### config.mk
export PLATFORM = sky130hd
export DESIGN_NAME = auth_unit
export DESIGN_NICKNAME = d
export VERILOG_FILES = /design/src/rtl/auth_unit.sv
export SDC_FILE = /design/constraint.sdc
export NUM_CORES = 1
export LEC_CHECK = 0
export ABC_CLOCK_PERIOD_IN_PS = 2700
export BUFFER_PORTS_ARGS = -buffer_cell sky130_fd_sc_hd__buf_2
export CORE_MARGIN = 10
export CORE_UTILIZATION = 49
export CTS_CLUSTER_DIAMETER = 80
export DETAILED_ROUTE_END_ITERATION = 6
export PLACE_DENSITY = 0.84
export REMOVE_ABC_BUFFERS = 1
export SYNTH_ARGS = -nofsm -noshare
export SYNTH_HDL_FRONTEND = slang
export SYNTH_SLANG_ARGS = --single-unit
### constraint.sdc
create_clock -name clk -period 2.7 [get_ports clk]
set_input_delay 0 -clock clk [delete_from_list [all_inputs] [get_ports clk]]
set_output_delay 0 -clock clk [all_outputs]
set_load 0.03 [all_outputs]
### src/rtl/auth_unit.sv
// ============================================================================
// auth_unit
// ----------------------------------------------------------------------------
// Purpose:
//   Credential entry and verification for the game controller. Digits arrive
//   as single-cycle pulses from a debounced keypad and are shifted into an
//   entry register. On a submit pulse the entry is compared against a stored
//   password. The block reports its status on a 2-bit code:
//      2'b00  awaiting entry
//      2'b01  correct (held until reset)
//      2'b10  incorrect (held for FAIL_HOLD cycles, then back to entry)
//      2'b11  locked out after MAX_TRIES failures (held until reset)
//
// Parameters:
//   CODE_LEN   digits per credential
//   DIGIT_W    bits per digit
//   PASSWORD   stored code, first-entered digit in the MSBs
//   MAX_TRIES  failed attempts allowed before lockout (>= 1)
//   FAIL_HOLD  cycles the incorrect status is held (>= 2)
//
// Ports:
//   clk          system clock
//   rst          asynchronous reset, active low
//   digit_in     digit value, sampled while digit_valid is high
//   digit_valid  single-cycle digit strobe
//   enter        single-cycle submit strobe
//   clear        single-cycle strobe discarding the partial entry
//   s_auth       registered status code (see above)
//   code_out     digits entered so far, most recent digit in the LSBs
//   digit_count  number of digits entered so far
//   tries_left   remaining attempts before lockout
// ============================================================================
module auth_unit #(
   parameter int                             CODE_LEN  = 4,
   parameter int                             DIGIT_W   = 4,
   parameter logic [CODE_LEN*DIGIT_W-1:0]    PASSWORD  = 16'h1234,
   parameter int                             MAX_TRIES = 3,
   parameter int                             FAIL_HOLD = 8
) (
   input  logic                                clk,
   input  logic                                rst,
   input  logic [DIGIT_W-1:0]                  digit_in,
   input  logic                                digit_valid,
   input  logic                                enter,
   input  logic                                clear,
   output logic [1:0]                          s_auth,
   output logic [CODE_LEN*DIGIT_W-1:0]         code_out,
   output logic [$clog2(CODE_LEN+1)-1:0]       digit_count,
   output logic [$clog2(MAX_TRIES+1)-1:0]      tries_left
);

   localparam int CODE_W = CODE_LEN * DIGIT_W;
   localparam int CNT_W  = $clog2(CODE_LEN + 1);
   localparam int TRY_W  = $clog2(MAX_TRIES + 1);
   localparam int HOLD_W = $clog2(FAIL_HOLD + 1);

   localparam logic [CNT_W-1:0]  FULL_COUNT = CNT_W'(CODE_LEN);
   localparam logic [TRY_W-1:0]  TRIES_INIT = TRY_W'(MAX_TRIES);
   localparam logic [HOLD_W-1:0] HOLD_LOAD  = HOLD_W'(FAIL_HOLD - 1);

   localparam logic [1:0] AUTH_WAIT = 2'b00;
   localparam logic [1:0] AUTH_OK   = 2'b01;
   localparam logic [1:0] AUTH_BAD  = 2'b10;
   localparam logic [1:0] AUTH_LOCK = 2'b11;

   typedef enum logic [2:0] {
      ST_ENTRY,
      ST_CHECK,
      ST_PASS,
      ST_FAIL,
      ST_LOCK
   } state_t;

   state_t              r_state;
   state_t              w_stateNext;
   logic [1:0]          r_auth;
   logic [1:0]          w_authNext;
   logic [CODE_W-1:0]   r_code;
   logic [CODE_W-1:0]   w_codeNext;
   logic [CNT_W-1:0]    r_count;
   logic [CNT_W-1:0]    w_countNext;
   logic [TRY_W-1:0]    r_tries;
   logic [TRY_W-1:0]    w_triesNext;
   logic [HOLD_W-1:0]   r_hold;
   logic [HOLD_W-1:0]   w_holdNext;

   logic                w_match;
   logic [TRY_W-1:0]    w_triesDec;
   logic [CODE_W-1:0]   w_codeShifted;

   // A short entry can never match, even if its zero-padded value happens
   // to equal the password, so the digit count is part of the comparison.
   assign w_match = (r_count == FULL_COUNT) && (r_code == PASSWORD);

   // Saturating decrement so the attempt counter can never wrap around.
   assign w_triesDec = (r_tries == '0) ? '0 : (r_tries - TRY_W'(1));

   // New digit enters at the LSBs; the oldest digit walks towards the MSBs.
   assign w_codeShifted = (r_code << DIGIT_W) | CODE_W'(digit_in);

   // State and datapath registers. Every output is taken straight from one
   // of these, so the status seen by the controller is glitch-free.
   always_ff @(posedge clk or negedge rst) begin
      if (!rst) begin
         r_state <= ST_ENTRY;
         r_auth  <= AUTH_WAIT;
         r_code  <= '0;
         r_count <= '0;
         r_tries <= TRIES_INIT;
         r_hold  <= '0;
      end else begin
         r_state <= w_stateNext;
         r_auth  <= w_authNext;
         r_code  <= w_codeNext;
         r_count <= w_countNext;
         r_tries <= w_triesNext;
         r_hold  <= w_holdNext;
      end
   end

   // Next-state and next-value logic. Everything holds by default; each
   // state only names the registers it changes. In ENTRY the strobes are
   // prioritised clear > enter > digit so that a coincident lower-priority
   // pulse is simply lost rather than remembered for later.
   always_comb begin
      w_stateNext = r_state;
      w_authNext  = r_auth;
      w_codeNext  = r_code;
      w_countNext = r_count;
      w_triesNext = r_tries;
      w_holdNext  = r_hold;

      case (r_state)
         ST_ENTRY: begin
            if (clear) begin
               w_codeNext  = '0;
               w_countNext = '0;
            end else if (enter) begin
               w_stateNext = ST_CHECK;
            end else if (digit_valid && (r_count < FULL_COUNT)) begin
               w_codeNext  = w_codeShifted;
               w_countNext = r_count + CNT_W'(1);
            end
         end

         // One-cycle evaluation. The status register is loaded here so the
         // verdict appears on the edge that leaves CHECK.
         ST_CHECK: begin
            if (w_match) begin
               w_stateNext = ST_PASS;
               w_authNext  = AUTH_OK;
            end else begin
               w_triesNext = w_triesDec;
               if (w_triesDec == '0) begin
                  w_stateNext = ST_LOCK;
                  w_authNext  = AUTH_LOCK;
               end else begin
                  w_stateNext = ST_FAIL;
                  w_authNext  = AUTH_BAD;
                  w_holdNext  = HOLD_LOAD;
               end
            end
         end

         ST_PASS: begin
         end

         // The hold counter is loaded with FAIL_HOLD-1 on entry; the status
         // is already showing "incorrect" for that first cycle, so reaching
         // zero marks the last of the FAIL_HOLD cycles. The stale entry is
         // wiped on the way back so the next attempt starts empty.
         ST_FAIL: begin
            if (r_hold == '0) begin
               w_stateNext = ST_ENTRY;
               w_authNext  = AUTH_WAIT;
               w_codeNext  = '0;
               w_countNext = '0;
            end else begin
               w_holdNext = r_hold - HOLD_W'(1);
            end
         end

         ST_LOCK: begin
            w_triesNext = '0;
         end

         default: begin
            w_stateNext = ST_ENTRY;
            w_authNext  = AUTH_WAIT;
            w_codeNext  = '0;
            w_countNext = '0;
         end
      endcase
   end

   assign s_auth      = r_auth;
   assign code_out    = r_code;
   assign digit_count = r_count;
   assign tries_left  = r_tries;

endmodule

==> results of run 1 <==
==> what timing repair did <==
item	CTS	global route
hold endpoints to repair	34	0
gates resized for setup	0	0
hold buffers	7	0
==> cell families (layout without fill, tap and decap cells) <==
kind of cell	after synthesis	after routing
buffers and inverters	13	53
adder cells (fa/ha/maj)	5	5
XOR/XNOR	1	1
AO/OA/AOI/OAI	41	41
multiplexers	1	1
AND/OR/NAND/NOR	33	33
flip-flops	30	30
==> state kept, by name, indices dropped and copies added, names as in the netlist <==
name and cells:
code_out 16, digit_count 3, r_hold 4, r_state 3, s_auth 2, tries_left 2
==> stage by stage <==
stage,area [µm²],util (%),setup WS (ns)
floorplan,1360,-,0.592
global placement,1560,57.2,0.580
detailed placement,1560,57.2,0.483
CTS,1690,62.0,0.439
global route,1690,62.0,0.239
finish,1690,62.0,0.433
==> worst max-delay path, cell delays in order (launching register included) <==
cell and delay (ns):
dfrtp_1 0.39, inv_1 0.10, ha_1 0.17, nor3b_1 0.41
and2_1 0.25, o21ai_0 0.08, and3_1 0.41, mux2_2 0.35
==> worst paths after layout <==
path                            depth (start not counted)        endpoint  slack (ns)
worst max-delay path                                    7  digit_count[0]        0.43
worst min-delay path                                    4  digit_count[2]        0.16
worst max register to register                          7  digit_count[0]        0.43
worst min register to register                          1       s_auth[0]        0.50
max in group asynchronous                               2     code_out[2]        2.05
min in group asynchronous                               2       s_auth[1]        0.22
==> power breakdown <==
group          total [mW]  internal [mW]  switching (mW)
Clock               0.278          0.126           0.152
Combinational       0.410          0.147           0.264
Sequential          0.589          0.508          0.0810
==> layer usage <==
layer | vias to the layer above | part of all wire, % | wire (µm) | GRT usage, %
met5 | - | 0 | 0 | 0
met4 | 0 | 1.9 | 64 | 5.91
met3 | 10 | 9.3 | 310 | 6.06
met2 | 48 | 48 | 1610 | 20.2
met1 | 549 | 41 | 1360 | 15.8
li1 | 540 | - | - | -
==> layout make-up <==
cell class / instances / area share, %
Clock buffer: 7 / 3.25
Clock inverter: 1 / 0.295
Inverter: 6 / 1.33
Multi-Input combinational cell: 81 / 34.6
Sequential cell: 30 / 44.5
Tap cell: 31 / 2.29
Timing Repair Buffer: 39 / 13.7
==> synth_stat cells <==
master / number
a21o_1: 1
nor4b_1: 1
a211o_1: 1
or4_1: 1
a22o_1: 18
nor2b_1: 1
xor2_1: 1
dfrtp_1: 28
clkbuf_1: 6
o21ai_0: 6
or3_1: 2
nand3b_1: 2
nor2_1: 6
and3_4: 1
mux2_2: 1
buf_2: 1
nor4bb_1: 1
nand2_1: 6
o32ai_1: 1
a2bb2oi_1: 1
o2bb2ai_1: 1
o31a_1: 1
and2_1: 1
maj3_1: 1
or2_2: 1
a211oi_1: 1
and3_1: 2
o21a_1: 2
nand4_1: 1
o32a_1: 2
inv_1: 6
dfstp_2: 2
nand2b_1: 2
nor3b_1: 2
or4b_1: 1
nor3_1: 2
a21oi_1: 6
ha_1: 4
==> report_table.html, run 1 <==
<table>
<tr><th>Metric</th><th>Value</th></tr>
<tr><th colspan="2">Route</th></tr>
<tr><td>Via-per-instance ratio</td><td>5.88</td></tr>
<tr><td>Router iterations before antenna repair</td><td>4</td></tr>
<tr><td>Total via count after detailed routing</td><td>1147</td></tr>
<tr><td>DRC violations left</td><td>0</td></tr>
<tr><td>1st-iter DRT viols</td><td>51</td></tr>
<tr><td>Number of routed nets with antenna violations</td><td>0</td></tr>
<tr><td>Average wire per cell in the routed design</td><td>17.1 µm</td></tr>
<tr><td>Final wirelength</td><td>3340 µm</td></tr>
<tr><th colspan="2">STA</th></tr>
<tr><td>Setup repair after global routing missed its margin</td><td>no</td></tr>
<tr><td>Total negative slack for setup checks</td><td>0 ns</td></tr>
<tr><td>Number of setup violations in the final report</td><td>0</td></tr>
<tr><td>Worst slew slack as a fraction of its limit</td><td>57.1%</td></tr>
<tr><td>Final hold vios</td><td>0</td></tr>
<tr><td>Worst hold slack</td><td>0.164 ns</td></tr>
<tr><td>Largest clock skew in the final design</td><td>0.0107 ns</td></tr>
<tr><td>Worst Tran Pin Value</td><td>0.643 ns</td></tr>
<tr><td>Slew Limit Fails</td><td>0</td></tr>
<tr><td>Portion of the clock cycle consumed by the worst path in the final layout</td><td>83.9%</td></tr>
<tr><td>Max Clk Rate</td><td>441 MHz</td></tr>
<tr><td>Final worst path period need</td><td>2.27 ns</td></tr>
<tr><th colspan="2">Final layout</th></tr>
<tr><td>Area added between synthesis and finish</td><td>21.9%</td></tr>
<tr><td>Antenna cell count</td><td>0</td></tr>
<tr><td>Multi-input gate area</td><td>587 µm²</td></tr>
<tr><td>Number of inserted filler cells in the final layout</td><td>223</td></tr>
<tr><td>Commonest non-fill, non-tap cells in the layout</td><td>buf_2, dfrtp_1, a22o_1</td></tr>
<tr><td>Number of nets in the layout</td><td>176</td></tr>
<tr><td>Area taken by flip-flops and latches</td><td>753 µm²</td></tr>
<tr><td>Fraction of final layout cells sized beyond drive strength 1</td><td>26.8%</td></tr>
<tr><td>Commonest non-fill, non-tap cell in the layout</td><td>buf_2</td></tr>
<tr><td>Cell Count, Final, Fillers Out</td><td>195</td></tr>
<tr><th colspan="2">Clock tree</th></tr>
<tr><td>Clock Sinks</td><td>30</td></tr>
<tr><td>CTS buffer count</td><td>5</td></tr>
<tr><td>Clock transition at path regs</td><td>0.10 ns</td></tr>
<tr><td>Number of H-tree branching levels</td><td>2</td></tr>
<tr><td>Clk Tree Root Cell</td><td>clkbuf_4</td></tr>
<tr><td>CTS tree</td><td>yes</td></tr>
<tr><td>Worst-Skew Late Latency</td><td>0.33 ns</td></tr>
<tr><td>Setup bufs post-CTS</td><td>0</td></tr>
<tr><td>Number of buffers between clock root and the deepest sink</td><td>2</td></tr>
<tr><th colspan="2">Pwr</th></tr>
<tr><td>Total power</td><td>1.28 mW</td></tr>
<tr><td>Maximum resistive drop on vdd</td><td>0.674 mV</td></tr>
<tr><td>Power Density</td><td>754 mW/mm²</td></tr>
<tr><td>Leakage power summed over all cells</td><td>0.838 nW</td></tr>
<tr><th colspan="2">Synth</th></tr>
<tr><td>Largest family of logic cells by synthesized area</td><td>compound AO/OA/AOI/OAI gates</td></tr>
<tr><td>Xor/xnor share of the synthesized area</td><td>0.630%</td></tr>
<tr><td>Post-synthesis sequential element count</td><td>30</td></tr>
<tr><td>Post-Syn Area per Cell</td><td>11.2 µm²</td></tr>
<tr><td>Share of synthesized area occupied by flip-flops and latches</td><td>54.2%</td></tr>
<tr><td>Top cells by area, synth</td><td>dfrtp_1, a22o_1, dfstp_2, ha_1, a21oi_1</td></tr>
<tr><td>Post-synthesis cell type with the largest combined area</td><td>dfrtp_1</td></tr>
<tr><td>Post-Synthesis Cell Area</td><td>0.00139 mm²</td></tr>
<tr><td>Compound-Gate Fraction of Synth Area</td><td>22.4%</td></tr>
<tr><td>Top cell type's share of synthesized area</td><td>50.4%</td></tr>
<tr><td>Post-synthesis adder-cell area fraction</td><td>4.32%</td></tr>
<tr><td>Fraction of synthesized area in multiplexers</td><td>0.810%</td></tr>
<tr><td>Distinct cell type count of the synthesized netlist</td><td>38</td></tr>
<tr><td>Post-Synth Simple-Gate Area</td><td>14.0%</td></tr>
<tr><td>Number of synthesis warnings</td><td>0</td></tr>
<tr><td>Cells after synthesis</td><td>124</td></tr>
<tr><th colspan="2">Global route</th></tr>
<tr><td>Pin count of the biggest net entering global routing</td><td>31</td></tr>
<tr><td>Total grt overflow</td><td>0</td></tr>
<tr><td>Wire length of the first global-routing pass</td><td>5730 µm</td></tr>
<tr><td>Overall Global Routing Usage</td><td>13.3%</td></tr>
<tr><td>Initial antenna violation count</td><td>0</td></tr>
<tr><td>Via count of the first global-routing pass</td><td>1216</td></tr>
<tr><th colspan="2">Critical path</th></tr>
<tr><td>Crit path launch type</td><td>register</td></tr>
<tr><td>Type of destination of the critical path</td><td>register</td></tr>
<tr><td>Launch point of the worst path</td><td>r_hold[0]</td></tr>
<tr><td>Worst endpoint required time</td><td>2.91 ns</td></tr>
<tr><td>Critical path class</td><td>register to register</td></tr>
<tr><td>Worst path arrival time</td><td>2.48 ns</td></tr>
<tr><td>Worst R2R Start</td><td>r_hold[0]</td></tr>
<tr><td>CP max FO</td><td>18</td></tr>
<tr><th colspan="2">Min path</th></tr>
<tr><td>Hold/Removal Path Class</td><td>primary input to register</td></tr>
<tr><td>HP Start</td><td>digit_valid</td></tr>
<tr><th colspan="2">Floorplan</th></tr>
<tr><td>Number of top-level design ports</td><td>32</td></tr>
<tr><td>Floorplan Core Area</td><td>0.00273 mm²</td></tr>
<tr><td>Std-Cell Rows</td><td>19</td></tr>
<tr><td>Die W</td><td>73.3 µm</td></tr>
<tr><td>Initial Utilization</td><td>50.8%</td></tr>
<tr><td>Die boundary height</td><td>73.3 µm</td></tr>
<tr><td>Total die area</td><td>0.00537 mm²</td></tr>
<tr><th colspan="2">Place</th></tr>
<tr><td>Placer Congestion</td><td>0.804</td></tr>
<tr><td>Buffers on Ports</td><td>31</td></tr>
<tr><td>Half-perimeter wire length after detailed placement</td><td>2310 µm</td></tr>
<tr><td>Number of cells after detailed placement</td><td>180</td></tr>
<tr><th colspan="2">Status</th></tr>
<tr><td>Result of the run</td><td>complete, no violations</td></tr>
<tr><th colspan="2">Run</th></tr>
<tr><td>Max-cap check violation count</td><td>0</td></tr>
</table>
No activity file was read; power rests on OpenSTA's default activity.
==> inputs of run 2 (changes only) <==
--- a/config.mk
+++ b/config.mk
@@ -5,10 +5,10 @@
 export SDC_FILE = /design/constraint.sdc
 export NUM_CORES = 1
 export LEC_CHECK = 0
-export ABC_CLOCK_PERIOD_IN_PS = 2700
+export ABC_CLOCK_PERIOD_IN_PS = 2000
 export BUFFER_PORTS_ARGS = -buffer_cell sky130_fd_sc_hd__buf_2
 export CORE_MARGIN = 10
-export CORE_UTILIZATION = 49
+export CORE_UTILIZATION = 47
 export CTS_CLUSTER_DIAMETER = 80
 export DETAILED_ROUTE_END_ITERATION = 6
 export PLACE_DENSITY = 0.84
==> constraint.sdc (replaced) <==
create_clock -name clk -period 2 [get_ports clk]
set_input_delay 0 -clock clk [delete_from_list [all_inputs] [get_ports clk]]
set_output_delay 0 -clock clk [all_outputs]
set_load 0.03 [all_outputs]
==> report_table.html, run 2 (same netlist as run 1, synthesis figures left out) <==
<table>
<tr><th>Metric</th><th>Value</th></tr>
<tr><th colspan="2">Status</th></tr>
<tr><td>Result of the run</td><td>complete, no violations</td></tr>
<tr><th colspan="2">STA</th></tr>
<tr><td>Largest clock skew in the final design</td><td>0.00406 ns</td></tr>
<tr><td>Max Clk Rate</td><td>514 MHz</td></tr>
<tr><td>Setup slack of the critical path after layout</td><td>0.0547 ns</td></tr>
<tr><td>Final worst path period need</td><td>1.95 ns</td></tr>
<tr><td>Portion of the clock cycle consumed by the worst path in the final layout</td><td>97.3%</td></tr>
<tr><td>Final hold vios</td><td>0</td></tr>
<tr><td>Number of setup violations in the final report</td><td>0</td></tr>
<tr><td>Slew Limit Fails</td><td>0</td></tr>
<tr><td>Worst Tran Pin Value</td><td>0.651 ns</td></tr>
<tr><td>Worst hold slack</td><td>0.156 ns</td></tr>
<tr><td>Worst slew slack as a fraction of its limit</td><td>56.6%</td></tr>
<tr><td>Setup repair after global routing missed its margin</td><td>no</td></tr>
<tr><th colspan="2">Min path</th></tr>
<tr><td>HP Start</td><td>digit_valid</td></tr>
<tr><td>Hold/Removal Path Class</td><td>primary input to register</td></tr>
<tr><td>Destination of the worst hold path</td><td>digit_count[2]</td></tr>
<tr><td>Worst Hold Depth</td><td>4</td></tr>
<tr><th colspan="2">Pwr</th></tr>
<tr><td>Power Density</td><td>1020 mW/mm²</td></tr>
<tr><td>Maximum resistive drop on vdd</td><td>0.917 mV</td></tr>
<tr><td>Leakage power summed over all cells</td><td>0.909 nW</td></tr>
<tr><th colspan="2">Final layout</th></tr>
<tr><td>Antenna cell count</td><td>0</td></tr>
<tr><td>Commonest non-fill, non-tap cell in the layout</td><td>buf_2</td></tr>
<tr><td>Flip-flop count of the largest register, all copies and words added</td><td>16</td></tr>
<tr><td>Commonest non-fill, non-tap cells in the layout</td><td>buf_2, dfrtp_1, a22o_1</td></tr>
<tr><td>Area added between synthesis and finish</td><td>30.2%</td></tr>
<tr><td>Fraction of final layout cells sized beyond drive strength 1</td><td>33.9%</td></tr>
<tr><td>Design Area, Final</td><td>0.00181 mm²</td></tr>
<tr><td>Number of nets in the layout</td><td>189</td></tr>
<tr><th colspan="2">Floorplan</th></tr>
<tr><td>Die W</td><td>74.4 µm</td></tr>
<tr><td>Total die area</td><td>0.00553 mm²</td></tr>
<tr><td>Floorplan Core Area</td><td>0.00278 mm²</td></tr>
<tr><td>Number of top-level design ports</td><td>32</td></tr>
<tr><td>Std-Cell Rows</td><td>19</td></tr>
<tr><td>Die boundary height</td><td>74.4 µm</td></tr>
<tr><td>Initial Utilization</td><td>50.0%</td></tr>
<tr><th colspan="2">Place</th></tr>
<tr><td>Placed Area</td><td>0.00166 mm²</td></tr>
<tr><td>Placer Congestion</td><td>0.842</td></tr>
<tr><td>Half-perimeter wire length after detailed placement</td><td>2490 µm</td></tr>
<tr><td>Buffers on Ports</td><td>31</td></tr>
<tr><td>Worst setup timing slack at the placement stage</td><td>0.0485 ns</td></tr>
<tr><th colspan="2">Global route</th></tr>
<tr><td>Met1 capacity usage during global routing</td><td>14.1%</td></tr>
<tr><td>Met2 capacity usage during global routing</td><td>22.3%</td></tr>
<tr><td>Wire length of the first global-routing pass</td><td>5740 µm</td></tr>
<tr><td>Overall Global Routing Usage</td><td>13.2%</td></tr>
<tr><td>Total grt overflow</td><td>0</td></tr>
<tr><td>Routing usage on met3</td><td>7.58%</td></tr>
<tr><td>Via count of the first global-routing pass</td><td>1276</td></tr>
<tr><td>GR peak layer</td><td>met2</td></tr>
<tr><td>Initial antenna violation count</td><td>0</td></tr>
<tr><td>Pin count of the biggest net entering global routing</td><td>31</td></tr>
<tr><th colspan="2">Clock tree</th></tr>
<tr><td>Number of buffers between clock root and the deepest sink</td><td>2</td></tr>
<tr><td>Clock transition at path regs</td><td>0.09 ns</td></tr>
<tr><td>CTS tree</td><td>yes</td></tr>
<tr><td>CTS buffer count</td><td>5</td></tr>
<tr><td>Clock Sinks</td><td>30</td></tr>
<tr><td>Setup bufs post-CTS</td><td>0</td></tr>
<tr><td>Worst-Skew Late Latency</td><td>0.33 ns</td></tr>
<tr><td>Clk Tree Root Cell</td><td>clkbuf_4</td></tr>
<tr><td>Number of H-tree branching levels</td><td>2</td></tr>
<tr><th colspan="2">Route</th></tr>
<tr><td>Router iterations before antenna repair</td><td>4</td></tr>
<tr><td>Number of routed nets with antenna violations</td><td>0</td></tr>
<tr><td>1st-iter DRT viols</td><td>66</td></tr>
<tr><td>Via-per-instance ratio</td><td>5.68</td></tr>
<tr><td>DRC violations left</td><td>0</td></tr>
<tr><td>Average wire per cell in the routed design</td><td>16.3 µm</td></tr>
<tr><td>Final wirelength</td><td>3390 µm</td></tr>
<tr><td>Total via count after detailed routing</td><td>1182</td></tr>
<tr><th colspan="2">Critical path</th></tr>
<tr><td>Type of destination of the critical path</td><td>register</td></tr>
<tr><td>Critical path class</td><td>register to register</td></tr>
<tr><td>FF-to-FF setup slack</td><td>0.05 ns</td></tr>
<tr><td>Register-to-Register Path Depth</td><td>4</td></tr>
<tr><td>Launch point of the worst path</td><td>code_out[11]</td></tr>
<tr><td>Worst endpoint required time</td><td>2.22 ns</td></tr>
<tr><td>CP max FO</td><td>5</td></tr>
<tr><td>Worst R2R Start</td><td>code_out[11]</td></tr>
<tr><td>Crit path launch type</td><td>register</td></tr>
<tr><td>R2r endpoint</td><td>r_hold[2]</td></tr>
<tr><td>Worst path arrival time</td><td>2.16 ns</td></tr>
<tr><th colspan="2">Run</th></tr>
<tr><td>Max-cap check violation count</td><td>0</td></tr>
</table>
-- run 2: what timing repair did --
item                       4_1_cts  5_1_grt
hold endpoints to repair        34        0
setup endpoints to repair        0       19
resized for setup                0        4
hold buffers                     7        0
-- run 2: through the flow --
| stage | setup TNS (ns) | power (mW) | cells | utilization [%] |
|---|---|---|---|---|
| after floorplan | -0.163 | 1.17 | 117 | - |
| after global placement | 0 | 1.42 | 193 | 59.7 |
| after detailed placement | 0 | 1.45 | 193 | 59.7 |
| after CTS | 0 | 1.84 | 208 | 64.4 |
| after global routing | 0 | 1.96 | 208 | 65.1 |
| final | 0 | 1.84 | 208 | 65.1 |
-- run 2: routing by layer --
metal  wire length [µm]  part of all wire, %
met1               1390                   41
met2               1700                   50
met3                282                  8.3
met4                 25                 0.74
met5                  0                    0
-- run 2: worst max path at each step --
stage                           endpoint  cells after the start
final                          r_hold[2]                      4
after global routing      digit_count[0]                      9
after CTS                    code_out[7]                      9
after detailed placement    code_out[13]                      9
after global placement         r_hold[2]                      4
after floorplan                r_hold[2]                      4
-- run 2: final cells by class --
class	count	area, µm²
inverter	6	22.5
tap	31	38.8
sequential	30	753
clock buffer	7	55.1
clock inverter	1	5.00
timing repair buffer	52	334
fill	220	971
multi-input combinational	81	602
-- run 2: report_power, final --
group / internal (mW) / switching [mW]
Clock: 0.170 / 0.210
Combinational: 0.292 / 0.412
Sequential: 0.686 / 0.0706
Total: 1.15 / 0.693
-- run 2: critical path, cell delays in order, from the launching register on --
cell,delay (ns)
dfrtp_1,0.38
or4b_1,0.52
or3_4,0.40
and3_4,0.19
o32a_1,0.33
